File: src/rtl/vic_prio_wb.sv
// ----------------------------------------------------------------------------
// vic_prio_wb
//
// Parametrised vectored interrupt controller sitting in front of the VM1 CPU.
// Each request line has a rising-edge latch ("pending"), a mask bit and a
// priority. The controller raises VIRQ (wb_irq_o) while any unmasked channel
// is pending. It answers the CPU's IAKO vector-read cycle on a wb-style
// stb/ack handshake with the winning channel's vector, then sends a one
// ce-cycle acknowledge pulse back to the served peripheral.
//
// Parameters
//   N         number of channels (1..16), channel 0 is the highest priority
//   VW        vector width in bits
//   SPUR_VEC  vector returned when an IAKO cycle finds nothing eligible
//
// Ports
//   clk_sys    in   1     system clock
//   reset_n    in   1     synchronous reset, active low, independent of ce
//   ce         in   1     bus clock enable; all other state advances only at ce
//   ivec       in   N*VW  per-channel vectors, channel i at ivec[i*VW +: VW]
//   ireq       in   N     request lines, rising edge sampled at ce
//   imask      in   N     1 = channel masked (stays pending, not arbitrated)
//   iack       out  N     one ce-cycle acknowledge pulse to the served channel
//   wb_stb_i   in   1     vector-read strobe
//   wb_dat_o   out  VW    vector, 0 whenever wb_ack_o is 0
//   wb_ack_o   out  1     reply to the CPU
//   wb_irq_o   out  1     VIRQ to the CPU, registered
//   pending_o  out  N     debug view of the pending latches
//
// Build option
//   VIC_ROUND_ROBIN_EN  when defined, priority rotates: the search starts at
//                       the channel after the last one served, wrapping.
//                       When undefined, priority is fixed (channel 0 first)
//                       and no last-served register exists.
// ----------------------------------------------------------------------------
module vic_prio_wb #(
    parameter int            N        = 2,
    parameter int            VW       = 16,
    parameter logic [VW-1:0] SPUR_VEC = '0
) (
    input  logic            clk_sys,
    input  logic            reset_n,
    input  logic            ce,
    input  logic [N*VW-1:0] ivec,
    input  logic [N-1:0]    ireq,
    input  logic [N-1:0]    imask,
    output logic [N-1:0]    iack,
    input  logic            wb_stb_i,
    output logic [VW-1:0]   wb_dat_o,
    output logic            wb_ack_o,
    output logic            wb_irq_o,
    output logic [N-1:0]    pending_o
);

    localparam int IW = (N > 1) ? $clog2(N) : 1;

    typedef enum logic [1:0] {
        IDLE = 2'd0,
        ACK  = 2'd1,
        DONE = 2'd2
    } state_t;

    state_t          state;
    state_t          state_nxt;

    logic [N-1:0]    pending;
    logic [N-1:0]    pending_nxt;
    logic [N-1:0]    ireq_prev;
    logic [N-1:0]    eligible;
    logic [N-1:0]    clr_vec;
    logic [N-1:0]    iack_nxt;

    logic [IW-1:0]   arb_idx;
    logic            arb_valid;
    logic [IW-1:0]   win_idx;
    logic            win_valid;
    logic            win_latch;

    logic            ack_nxt;
    logic [VW-1:0]   dat_nxt;

`ifdef VIC_ROUND_ROBIN_EN
    logic [IW-1:0]   last_served;
    int              rr_pos;
    logic [IW-1:0]   rr_cand;
`endif

    assign pending_o = pending;
    assign eligible  = pending & ~imask;

    // Arbitration over the unmasked pending channels. The result is only
    // consumed at the moment an IAKO cycle is accepted; afterwards the
    // latched winner (win_idx/win_valid) is used so that mask or request
    // changes during the ACK phase cannot redirect the acknowledge.
`ifdef VIC_ROUND_ROBIN_EN
    always_comb begin
        arb_idx   = '0;
        arb_valid = 1'b0;
        rr_pos    = 0;
        rr_cand   = '0;
        for (int k = 1; k <= N; k++) begin
            rr_pos  = (int'(last_served) + k) % N;
            rr_cand = IW'(rr_pos);
            if (!arb_valid && eligible[rr_cand]) begin
                arb_idx   = rr_cand;
                arb_valid = 1'b1;
            end
        end
    end
`else
    always_comb begin
        arb_idx   = '0;
        arb_valid = 1'b0;
        // Scanning downwards lets the lowest eligible index overwrite last.
        for (int i = N - 1; i >= 0; i--) begin
            if (eligible[i]) begin
                arb_idx   = IW'(i);
                arb_valid = 1'b1;
            end
        end
    end
`endif

    // FSM state register. Reset is synchronous and overrides ce, so a cycle
    // in progress is abandoned on the very next clock edge.
    always_ff @(posedge clk_sys) begin
        if (!reset_n) begin
            state <= IDLE;
        end else if (ce) begin
            state <= state_nxt;
        end
    end

    // Next-state and next-output logic for the IAKO handshake. The strobe
    // must be seen low (ACK -> DONE) before another cycle can be accepted,
    // and DONE lasts exactly one ce so the iack pulse is one ce wide.
    always_comb begin
        state_nxt = state;
        ack_nxt   = wb_ack_o;
        dat_nxt   = wb_dat_o;
        iack_nxt  = '0;
        clr_vec   = '0;
        win_latch = 1'b0;
        case (state)
            IDLE: begin
                if (wb_stb_i) begin
                    state_nxt = ACK;
                    win_latch = 1'b1;
                    ack_nxt   = 1'b1;
                    dat_nxt   = arb_valid ? ivec[int'(arb_idx)*VW +: VW] : SPUR_VEC;
                end
            end
            ACK: begin
                if (!wb_stb_i) begin
                    state_nxt = DONE;
                    ack_nxt   = 1'b0;
                    dat_nxt   = '0;
                    if (win_valid) begin
                        for (int i = 0; i < N; i++) begin
                            clr_vec[i] = (win_idx == IW'(i));
                        end
                    end
                    iack_nxt = clr_vec;
                end
            end
            DONE: begin
                state_nxt = IDLE;
            end
            default: begin
                state_nxt = IDLE;
                ack_nxt   = 1'b0;
                dat_nxt   = '0;
            end
        endcase
        // A new rising edge arriving on the same ce as the clear keeps the
        // channel pending, so the OR with the edge term comes last.
        pending_nxt = (pending & ~clr_vec) | (ireq & ~ireq_prev);
    end

    // Datapath registers: pending latches, edge history, CPU-facing outputs
    // and the winner captured at the start of an IAKO cycle. VIRQ is taken
    // from the registered pending state, so it trails the latch by one ce.
    always_ff @(posedge clk_sys) begin
        if (!reset_n) begin
            pending   <= '0;
            ireq_prev <= '0;
            wb_irq_o  <= 1'b0;
            wb_ack_o  <= 1'b0;
            wb_dat_o  <= '0;
            iack      <= '0;
            win_idx   <= '0;
            win_valid <= 1'b0;
        end else if (ce) begin
            pending   <= pending_nxt;
            ireq_prev <= ireq;
            wb_irq_o  <= |eligible;
            wb_ack_o  <= ack_nxt;
            wb_dat_o  <= dat_nxt;
            iack      <= iack_nxt;
            if (win_latch) begin
                win_idx   <= arb_idx;
                win_valid <= arb_valid;
            end
        end
    end

`ifdef VIC_ROUND_ROBIN_EN
    // Rotation pointer: moves only when a real (non-spurious) cycle
    // completes, i.e. when a pending bit is actually cleared.
    always_ff @(posedge clk_sys) begin
        if (!reset_n) begin
            last_served <= IW'(N - 1);
        end else if (ce && (|clr_vec)) begin
            last_served <= win_idx;
        end
    end
`endif

endmodule

File: config.mk
export PLATFORM = sky130hd
export DESIGN_NAME = vic_prio_wb
export DESIGN_NICKNAME = d
export VERILOG_FILES = /design/src/rtl/vic_prio_wb.sv
export SDC_FILE = /design/constraint.sdc
export NUM_CORES = 1
export LEC_CHECK = 0
export ABC_AREA = 0
export ABC_CLOCK_PERIOD_IN_PS = 1800
export CELL_PAD_IN_SITES_DETAIL_PLACEMENT = 0
export CELL_PAD_IN_SITES_GLOBAL_PLACEMENT = 1
export CORE_UTILIZATION = 29
export DETAILED_ROUTE_END_ITERATION = 12
export GPL_TIMING_DRIVEN = 0
export PLACE_DENSITY_LB_ADDON = 0.1
export SKIP_LAST_GASP = 1
export SLEW_MARGIN = 10
export SYNTH_ARGS = -nofsm -noshare
export SYNTH_HDL_FRONTEND = slang
export SYNTH_SLANG_ARGS = --single-unit
File: constraint.sdc
create_clock -name clk_sys -period 1.8 [get_ports clk_sys]
set_input_delay 0.54 -clock clk_sys [delete_from_list [all_inputs] [get_ports clk_sys]]
set_output_delay 0.54 -clock clk_sys [all_outputs]
set_load 0.02 [all_outputs]
==> Word-level counts from Yosys, hierarchy flattened <==
Index checks and enable logic that the tools add are counted.
{ "word_totals": {"wordCells": 46, "out_inout_bits": 22, "inputBits": 40, "reg_bits": 28} }
{ "classes": {"n_shift": 1, "reduce_logical": 5, "mux": 18, "bitwise_logic": 9, "n_eq_ne": 4} }
{ "op_table": {"columns": ["cell", "n"], "rows": [
  ["$mux W16", 3],
  ["$pmux W16 S3", 1],
  ["$shiftx A32 B6 Y16", 1],
  ["$mux W2", 5],
  ["$mux W1", 7],
  ["$and A2 B2 Y2", 3],
  ["$not A2 Y2", 3],
  ["$ne A2 B2 Y1 const B", 2],
  ["$pmux W2 S2", 1],
  ["$reduce_and A4 Y1", 1],
  ["$pmux W1 S3", 1],
  ["$reduce_and A3 Y1", 1],
  ["$eq A2 B1 Y1 const B", 1],
  ["$eq A2 B2 Y1 const B", 1],
  ["$logic_not A2 Y1", 1],
  ["$not A1 Y1", 2],
  ["$or A2 B2 Y2", 1],
  ["$reduce_and A2 Y1", 1],
  ["$reduce_or A2 Y1", 1]
]} }

==> Depth between registers and ports, before layout <==
Gate-level depths: netlist of the first run.
{ "depth": {"depth_word": 8, "depth_mapped": 5, "depth_no_buf": 3} }

==> Least setup slack after synthesis of the first run <==
Ideal clock, no wire load.
{ "synth_path": {"kind": "input port to flip-flop", "startpoint": "input ce", "endpoint": "register wb_dat_o[10]", "setup_slack_ps": 281, "setup_ps": 70, "cell_stages": 5, "arrival_ps": 1448, "required_ps": 1730, "path_buffers": 2, "cell_sequence": "buf_2 and2_4 a211oi_4 buf_6 o2bb2ai_1"} }
{ "synth_via": {"elab_chain_len": 1} }
{ "synth_rtl": {"columns": ["element", "line_no", "text"], "rows": [
  ["from (decl)", "43", "input logic ce,"],
  ["$reduce_and A4 Y1 (no line)", null, null],
  ["to (signal assigned)", "198", "wb_dat_o <= dat_nxt;"],
  ["to (decl)", "49", "output logic [VW-1:0] wb_dat_o,"]
]} }
No other way between the ends.
A chain may end at the register's enable or synchronous reset.

==> Worst setup path in the final report of the first run <==
{ "layout_path": {"startpoint": "register wb_dat_o[15]", "endpoint": "output wb_dat_o[15]"} }
No word-level cell between the ends.

==> flow_summary.toml, run 1 <==
[power]
p_per_area_mw_per_mm2 = 612
peakVddDrop_mv = 0.386
power_w = 0.00124
leakage_nw = 0.993

[finish]
drive_gt1_frac = 0.0928
finalNonFillerCells = 244
finalNetCount = 236
insertedDiodeCount = 0
synthToLayoutAreaGrowth_pct = 59.7

[die]
die_h_um = 68.2
initial_core_util = 0.309
fp.dieW_um = 68.2
coreArea_mm2 = 0.00412
die-area_mm2 = 0.00466
io_pins = 62
core.rowCount = 23

[routing]
drtIter0Drc = 49
dr.pass1.iters = 4
ant_nets = 0
postRouteWirelength_um = 3520
post_drt_via_cell_ratio = 5.12
remaining_drc_errors = 0
vias = 1249
wl_per_cell_um = 14.4

[worst_setup_path]
crit_buf_inv = 1
cpPeakStageDelay_ns = 0.60
cp_max_fo = 2
end_kind = "primary output"
critical-path-top-delay-family = "buffers and inverters"
cp.arrival_ns = 1.22
slowest_stage = "clkdlybuf4s50_1"
crit_required_ns = 1.26
startpoint_type = "flop"
cp_cell_sequence = "clkdlybuf4s50_1"
critical_path_class = "flop to primary output"

[global_route]
grt_overflow = 0
antenna_found_initial = 0
grt_pass1_wl_um = 5050
grt.total_usage = 0.147
grt_max_degree = 18
grt_pass1_vias = 1054

[yosys]
netlist_instances = 130
netlist_area_mm2 = 0.00127
ys_ff_latch = 28
seq_area_frac_synth = 0.441
yosysWarningCount = 0
avgSynthCellArea_um2 = 9.79
ys_types = 28
mappedNetlistNets = 170

[cts]
ctsHoldBuffers = 0
htreeDepth = 1
cts_max_path_buffers = 2
root_buffer = "clkbuf_8"
cts_sinks = 28
cts_tree = "built"
clkTransAtPathRegs_ns = 0.09
numCtsBuffers = 3
clk_latency_ns = 0.27

[timing]
fin_crit_sh = 0.979
hold_viol_final = 0
setup-violations-final = 0
fin_skew_ns = 0.00167
relSlewSlack = 0.697
whs_ns = 0.461
final-max-slew-violation-count = 0
worst_pin_slew_ns = 0.454
rsz0062_at_grt = "false"
fmax_ghz = 0.568
fin_crit_ns = 1.76

[placement]
io_buffers = 61
dpl.hpwl_um = 2550
dp.cells = 241
globalplace.congestion = 0.727

[hold_path]
hp-class = "flop to flop"

[run_status]
run_status = "finished clean"

[run]
max_cap_viol_count = 0
==> registers in the layout, indices dropped and copies added, names as in the netlist <==
signal,flops
wb_dat_o,16
iack,2
ireq_prev,2
pending_o,2
state,2
wb_ack_o,1
wb_irq_o,1
win_idx,1
win_valid,1
==> synthesized netlist by cell type <==
master | number | share of area
dfxtp_1 | 28 | 0.44
a31oi_1 | 16 | 0.079
and3b_1 | 16 | 0.11
o2bb2ai_1 | 16 | 0.11
a21oi_1 | 6 | 0.024
nand2_1 | 6 | 0.018
buf_2 | 5 | 0.020
nor2_1 | 5 | 0.015
clkbuf_1 | 4 | 0.012
nand2b_1 | 4 | 0.020
inv_1 | 3 | 0.0088
nor2b_1 | 3 | 0.015
a211oi_1 | 2 | 0.012
mux2i_1 | 2 | 0.016
a211oi_4 | 1 | 0.016
a31o_2 | 1 | 0.0069
and2_4 | 1 | 0.0069
and2b_1 | 1 | 0.0059
and3_1 | 1 | 0.0049
and4bb_2 | 1 | 0.0098
and4bb_4 | 1 | 0.013
buf_6 | 1 | 0.0088
nand3_1 | 1 | 0.0039
nand3b_1 | 1 | 0.0059
nor3_1 | 1 | 0.0039
o21a_1 | 1 | 0.0059
o21ai_0 | 1 | 0.0039
o32ai_1 | 1 | 0.0069
==> final cells by class <==
class	instances	area [um^2]
Buffer	9	53.8
Timing Repair Buffer	62	649
Sequential cell	28	562
Fill cell	391	2080
Inverter	3	11.3
Multi-Input combinational cell	89	652
Tap cell	50	62.6
Clock buffer	3	41.3
==> worst paths after layout <==
check | from | end | slack (ns) | depth (start not counted)
worst min register to register | ireq_prev[1] | ireq_prev[1] | 0.46 | 2
worst max register to register | pending_o[0] | win_valid | 0.48 | 3
worst min-delay path | ireq_prev[1] | ireq_prev[1] | 0.46 | 2
worst max-delay path | wb_dat_o[15] | wb_dat_o[15] | 0.04 | 1
==> layer usage <==
layer,global-route usage,wire (um),up-vias
met3,0.0233,192,5
met2,0.237,1600,40
met4,0.0573,41,0
met5,0,0,-
li1,-,-,619
met1,0.195,1680,585
==> placed cells by master (no fill, tap or decap), types with 2 or more instances in the layout <==
cell type,n
a211oi_1,2
clkdlybuf4s50_1,47
dlymetal6s2s_1,13
inv_1,3
clkbuf_1,2
clkbuf_8,3
clkbuf_2,2
nand2_1,5
dfxtp_1,27
a21oi_1,6
and3b_1,16
a31oi_1,16
o2bb2ai_1,16
clkbuf_4,2
buf_2,2
nand2b_1,4
nor2b_1,3
nor2_1,5
mux2i_1,2
==> stage by stage <==
step / util / worst slack, ns / TNS (ns) / cell area (um^2)
after global placement: 0.473 / -0.333 / -5.57 / 1950
after floorplan: - / 0.281 / 0 / 1270
final: 0.494 / 0.0385 / 0 / 2030
after detailed placement: 0.473 / -0.355 / -5.88 / 1950
after CTS: 0.484 / 0.00926 / 0 / 1990
after global routing: 0.494 / 0.000954 / 0 / 2030
==> repair_timing <==
item                                   4_1_cts  5_1_grt
endpoints found under the hold margin        0        0
setup endpoints to repair                   11       28
pin swaps                                    1        0
gates resized for setup                      4       16
buffers inserted                             1        0
==> where the power goes <==
| part | switching (W) | internal, W | total (W) | leakage [nW] |
|---|---|---|---|---|
| registers | 0.0000148 | 0.000639 | 0.000654 | 0.228 |
| clock network | 0.000186 | 0.000150 | 0.000337 | 0.0216 |
| logic | 0.000107 | 0.000146 | 0.000253 | 0.743 |
==> cell families after synthesis <==
family | after synthesis | synth area share
buf+inv | 13 | 0.0492
flops | 28 | 0.441
simple gates | 42 | 0.231
mux | 2 | 0.0157
compound gates | 45 | 0.264
Power figures use the tool's default switching activity.
==> run 2, diff against run 1 <==
==> constraint.sdc (replaced) <==
create_clock -name clk_sys -period 1.8 [get_ports clk_sys]
set_input_delay 0.27 -clock clk_sys [delete_from_list [all_inputs] [get_ports clk_sys]]
set_output_delay 0.27 -clock clk_sys [all_outputs]
set_load 0.02 [all_outputs]
==> run 2 against run 1 <==
Utilization down 1.1 points. Clock power fell by 1%. Sequential power barely moved. Sequential share of layout area rose by 0.61 points. Register-to-register slack got worse by 0.16 ns. Die area is the same. Critical path depth up 5. Critical path type is now primary input to flop. Critical endpoint is now wb_dat_o[5]. Largest power group unchanged. Highest routed layer unchanged.
==> flow_summary.toml, run 2 (same netlist as run 1, synthesis figures left out) <==
[cts]
ctsHoldBuffers = 0
cts_max_path_buffers = 2
cts_tree = "built"
clk_latency_ns = 0.27
root_buffer = "clkbuf_8"
cts_setup_buffers = 0
clkTransAtPathRegs_ns = 0.09
numCtsBuffers = 3
htreeDepth = 1
cts_sinks = 28

[hold_path]
hp-class = "flop to flop"

[timing]
rsz0062_at_grt = "false"
fmax_ghz = 0.623
final-max-slew-violation-count = 0
fin_crit_ns = 1.61
fin_skew_ns = 0.00241
whs_ns = 0.461
fin_crit_sh = 0.892
relSlewSlack = 0.698
hold_viol_final = 0
setup-violations-final = 0
worst_pin_slew_ns = 0.453

[finish]
final_common_cell = "clkdlybuf4s50_1"
regMostFlops = "wb_dat_o"
finalNetCount = 236
layout_common_cells = "clkdlybuf4s50_1, dfxtp_1, and3b_1, a31oi_1, o2bb2ai_1"
largest_reg_flops = 16
n_fill_cell = 401
insertedDiodeCount = 0
drive_gt1_frac = 0.0773
synthToLayoutAreaGrowth_pct = 56.2

[power]
p_per_area_mw_per_mm2 = 624
power_w = 0.00124
peakVddDrop_mv = 0.413
leakage_nw = 0.755

[routing]
wl_per_cell_um = 14.3
drtIter0Drc = 45
vias = 1255
dr.pass1.iters = 4
post_drt_via_cell_ratio = 5.14
ant_nets = 0
remaining_drc_errors = 0
postRouteWirelength_um = 3490

[run]
max_cap_viol_count = 0

[worst_setup_path]
cp_cell_sequence = "clkdlybuf4s50_1 > buf_2 > and2_4 > a211oi_4 > buf_6 > o2bb2ai_1"
slowest_stage = "clkdlybuf4s50_1"
crit_required_ns = 2.00
cpPeakStageDelay_ns = 0.42
cp_max_fo = 10
critical-path-top-delay-family = "buffers and inverters"
cp.arrival_ns = 1.81
startpoint_type = "primary input"
crit_buf_inv = 3
end_kind = "flop"
critical_path_class = "primary input to flop"

[die]
io_pins = 62
initial_core_util = 0.309
die_h_um = 68.2
core.rowCount = 23
die-area_mm2 = 0.00466
fp.dieW_um = 68.2
coreArea_mm2 = 0.00412

[placement]
globalplace.congestion = 0.727
dpl.hpwl_um = 2550
io_buffers = 61

[global_route]
antenna_found_initial = 0
grt_max_degree = 15
grt_pass1_wl_um = 5080
grt_overflow = 0
grt.total_usage = 0.148
grt_pass1_vias = 1054

[run_status]
run_status = "finished clean"
## run 2: changes by cell type in the layout (fill, tap and decap cells not counted), sizes merged
cell	delta
dlymetal6s2s	-13
clkbuf	-2
clkdlybuf4s50	+14
dlygate4sd2	-1
buf	+2
## run 2: worst reg2reg max path, delay by kind of cell (launching register included)
family                 cells  cell delay (ns)
AND/OR/NAND/NOR            1             0.13
AO/OA/AOI/OAI              2             0.28
buffers and inverters      2             0.64
flip-flops                 1             0.35
## run 2: cell type report
class	count	area, um^2	area share
multi-input combinational	89	649	0.327
sequential	28	562	0.283
inverter	3	11.3	0.00566
clock buffer	3	41.3	0.0208
timing repair buffer	61	611	0.307
tap	50	62.6	0.0315
buffer	10	51.3	0.0258
## run 2: power by group
group | internal [W] | switching, W | total, W
registers | 0.000639 | 0.0000151 | 0.000654
clock network | 0.000150 | 0.000183 | 0.000333
logic | 0.000146 | 0.000107 | 0.000253
## run 2: routing by layer
metal | part of all wire | vias up | global-route usage
met3 | 0.063 | 6 | 0.0250
met5 | 0 | - | 0
met1 | 0.48 | 579 | 0.197
li1 | - | 620 | -
met2 | 0.45 | 50 | 0.234
met4 | 0.014 | 0 | 0.0573
## run 2: final timing paths
path,slack [ns],endpoint,depth (start not counted),start
worst max-delay path,0.19,wb_dat_o[5],6,ce
worst min-delay path,0.46,ireq_prev[1],2,ireq_prev[1]
worst max register to register,0.32,wb_dat_o[5],5,pending_o[1]
worst min register to register,0.46,ireq_prev[1],2,ireq_prev[1]
## run 2: stage by stage
step                      setup TNS [ns]  cell area [um^2]   util  cells  worst slack [ns]
after detailed placement          -0.698              1950  0.473    241           -0.0846
after global placement            -0.573              1950  0.473    241           -0.0632
final                                  0              1990  0.483    244             0.195
after floorplan                        0              1270      -    130             0.477
after global routing                   0              1990  0.483    244            0.0596
after CTS                              0              1990  0.483    244            0.0576
## run 2: repair_timing
| action | in CTS | in global routing |
|---|---|---|
| resized for setup | 0 | 1 |
| hold endpoints to repair | 0 | 0 |
| endpoints found under the setup margin | 0 | 1 |
==> RTL change (settings of run 1) <==
Register the output `wb_irq_o` once more, cleared by the reset; this adds one clock of latency there. The other outputs are not delayed to match. Comments in the files are not updated.
--- a/src/rtl/vic_prio_wb.sv
+++ b/src/rtl/vic_prio_wb.sv
@@ -62,2 +62,4 @@
 
+    logic wb_irq_s0;
+
     state_t          state;
@@ -186,3 +188,3 @@
             ireq_prev <= '0;
-            wb_irq_o  <= 1'b0;
+            wb_irq_s0 <= 1'b0;
             wb_ack_o  <= 1'b0;
@@ -195,3 +197,3 @@
             ireq_prev <= ireq;
-            wb_irq_o  <= |eligible;
+            wb_irq_s0 <= |eligible;
             wb_ack_o  <= ack_nxt;
@@ -218,2 +220,10 @@
 
+    always_ff @(posedge clk_sys) begin
+        if (!reset_n) begin
+            wb_irq_o <= '0;
+        end else begin
+            wb_irq_o <= wb_irq_s0;
+        end
+    end
+
 endmodule
Behaviour: not the same (Yosys sat finds a counterexample within 4 cycles, from zero or initial values and one cycle with reset_n low).
==> RTL change against run 1 <==
- design area rose by 3.4%
- routed wire length rose by 3.5%
- via count is 2.9% higher
- synthesized cell count rose by 1.5%
- count of clock-buffer cells in the layout up 3
- non-clock buffer count rose by 2
- sequential cell count increased by 1
- setup slack better by 4.1 ps
- clock power up 50%
- total power increased by 16%
- sequential share of layout area hardly changed
- area after synthesis grew 2.1%
- core utilization up 1.3 points
- highest routed layer unchanged
==> RTL change: results (changes against run 1) <==
Yosys
  – Register area share after synthesis: 44.7% (was 44.1%)
  – Top cells by area, synth: dfxtp_1, and3b_1, o2bb2ai_1 (unchanged)
  – Top cells by count, synth: dfxtp_1, a31oi_1, and3b_1, o2bb2ai_1 (unchanged)
  – Synth Net Count: 172 (was 170)

Setup path
  – Critical Path Start: wb_dat_o[14] (was wb_dat_o[15])
  – Crit path to: wb_dat_o[14] (was wb_dat_o[15])
  – Reg2Reg Capture Point: wb_dat_o[12] (was win_valid)
  – R2r startpoint: state[0] (was pending_o[0])
  – Reg2Reg Depth: 4 (was 3)

Place
  – Cell Area, Placed: 1970 µm² (was 1950 µm²)
  – Routability cong.: 0.725 (was 0.727)
  – DP Wirelength: 2550 µm (about the same)

Final layout
  – Fin nets: 242 (was 236)
  – Layout cell share with drive strength beyond 1: 11.8% (was 9.28%)

Route
  – Routed wire length: 3640 µm (was 3520 µm)
  – Starting DRT DRC Count: 51 (was 49)
  – DR vias/cell: 5.08 (was 5.12)

GRT
  – Global-route usage over all layers: 16.0% (was 14.7%)
  – Vias in the first global route: 1212 (was 1054)
  – First-pass GRT wire length: 5540 µm (was 5050 µm)
  – Largest net degree at the start of global routing: 12 (was 18)

Power
  – Leakage Power: 0.964 nW (was 0.993 nW)
  – Int Power: 0.00108 W (was 0.000935 W)

Clocking
  – Worst-path clk slew: 60 ps (was 90 ps)
  – H-tree Lvls: 2 (was 1)
  – Inserted Clock Buffers: 5 (was 3)

Run status
  – Outcome: completed (unchanged)

STA
  – Clk_skew: 5.21 ps (was 1.67 ps)
[RTL change: metal layers]
metal  track usage (%)  up-vias  wire length (µm)
met1              20.0      595              1670
met5                 0        -                 0
met2              25.0       44              1660
met3              5.10        8               251
li1                  -      638                 -
met4              7.40        0                54
[RTL change: worst min path at each step]
stage	startpoint	endpoint	slack, ps	depth (start not counted)
global route	wb_dat_o[5]	wb_dat_o[5]	480	1
global placement	ireq_prev[1]	ireq_prev[1]	450	2
floorplan	wb_irq_s0	wb_irq_o	430	1
finish	wb_dat_o[7]	wb_dat_o[7]	460	1
detailed placement	wb_dat_o[11]	wb_dat_o[11]	450	1
CTS	wb_dat_o[7]	wb_dat_o[7]	470	1
[RTL change: power groups by stage]
stage	combinational, W	sequential, W	clock [W]
detailed placement	0.000253	0.000693	0
finish	0.000256	0.000679	0.000506
CTS	0.000258	0.000679	0.000521
global route	0.000276	0.000682	0.000551
global placement	0.000250	0.000692	0
floorplan	0.0000982	0.000705	0
[RTL change: timing repair]
action,CTS,global route
pin swaps,1,0
gates resized for setup,2,16
endpoints found under the setup margin,11,21
buffers inserted,2,0
[RTL change: area by class of cell]
class                           instances  area, µm²
Sequential cell                        29        582
Fill cell                             395       2040
Inverter                                3       11.3
Timing Repair Buffer                   63        647
Clock inverter                          2       10.0
Tap cell                               50       62.6
Buffer                                 10       58.8
Clock buffer                            6       72.6
Multi-Input combinational cell         90        658
[RTL change: kinds of logic after synthesis]
family,Yosys count,synth area share (%)
compound gates,45,25.8
simple gates,43,23.1
flops,29,44.7
buf+inv,13,4.82
mux,2,1.54
[RTL change: metrics by stage]
step	setup slack [ps]	std cells	hold slack, ps
floorplan	281	132	431
global placement	-365	243	447
detailed placement	-360	243	450
CTS	10.3	253	466
global route	0.435	253	480
finish	42.6	253	460
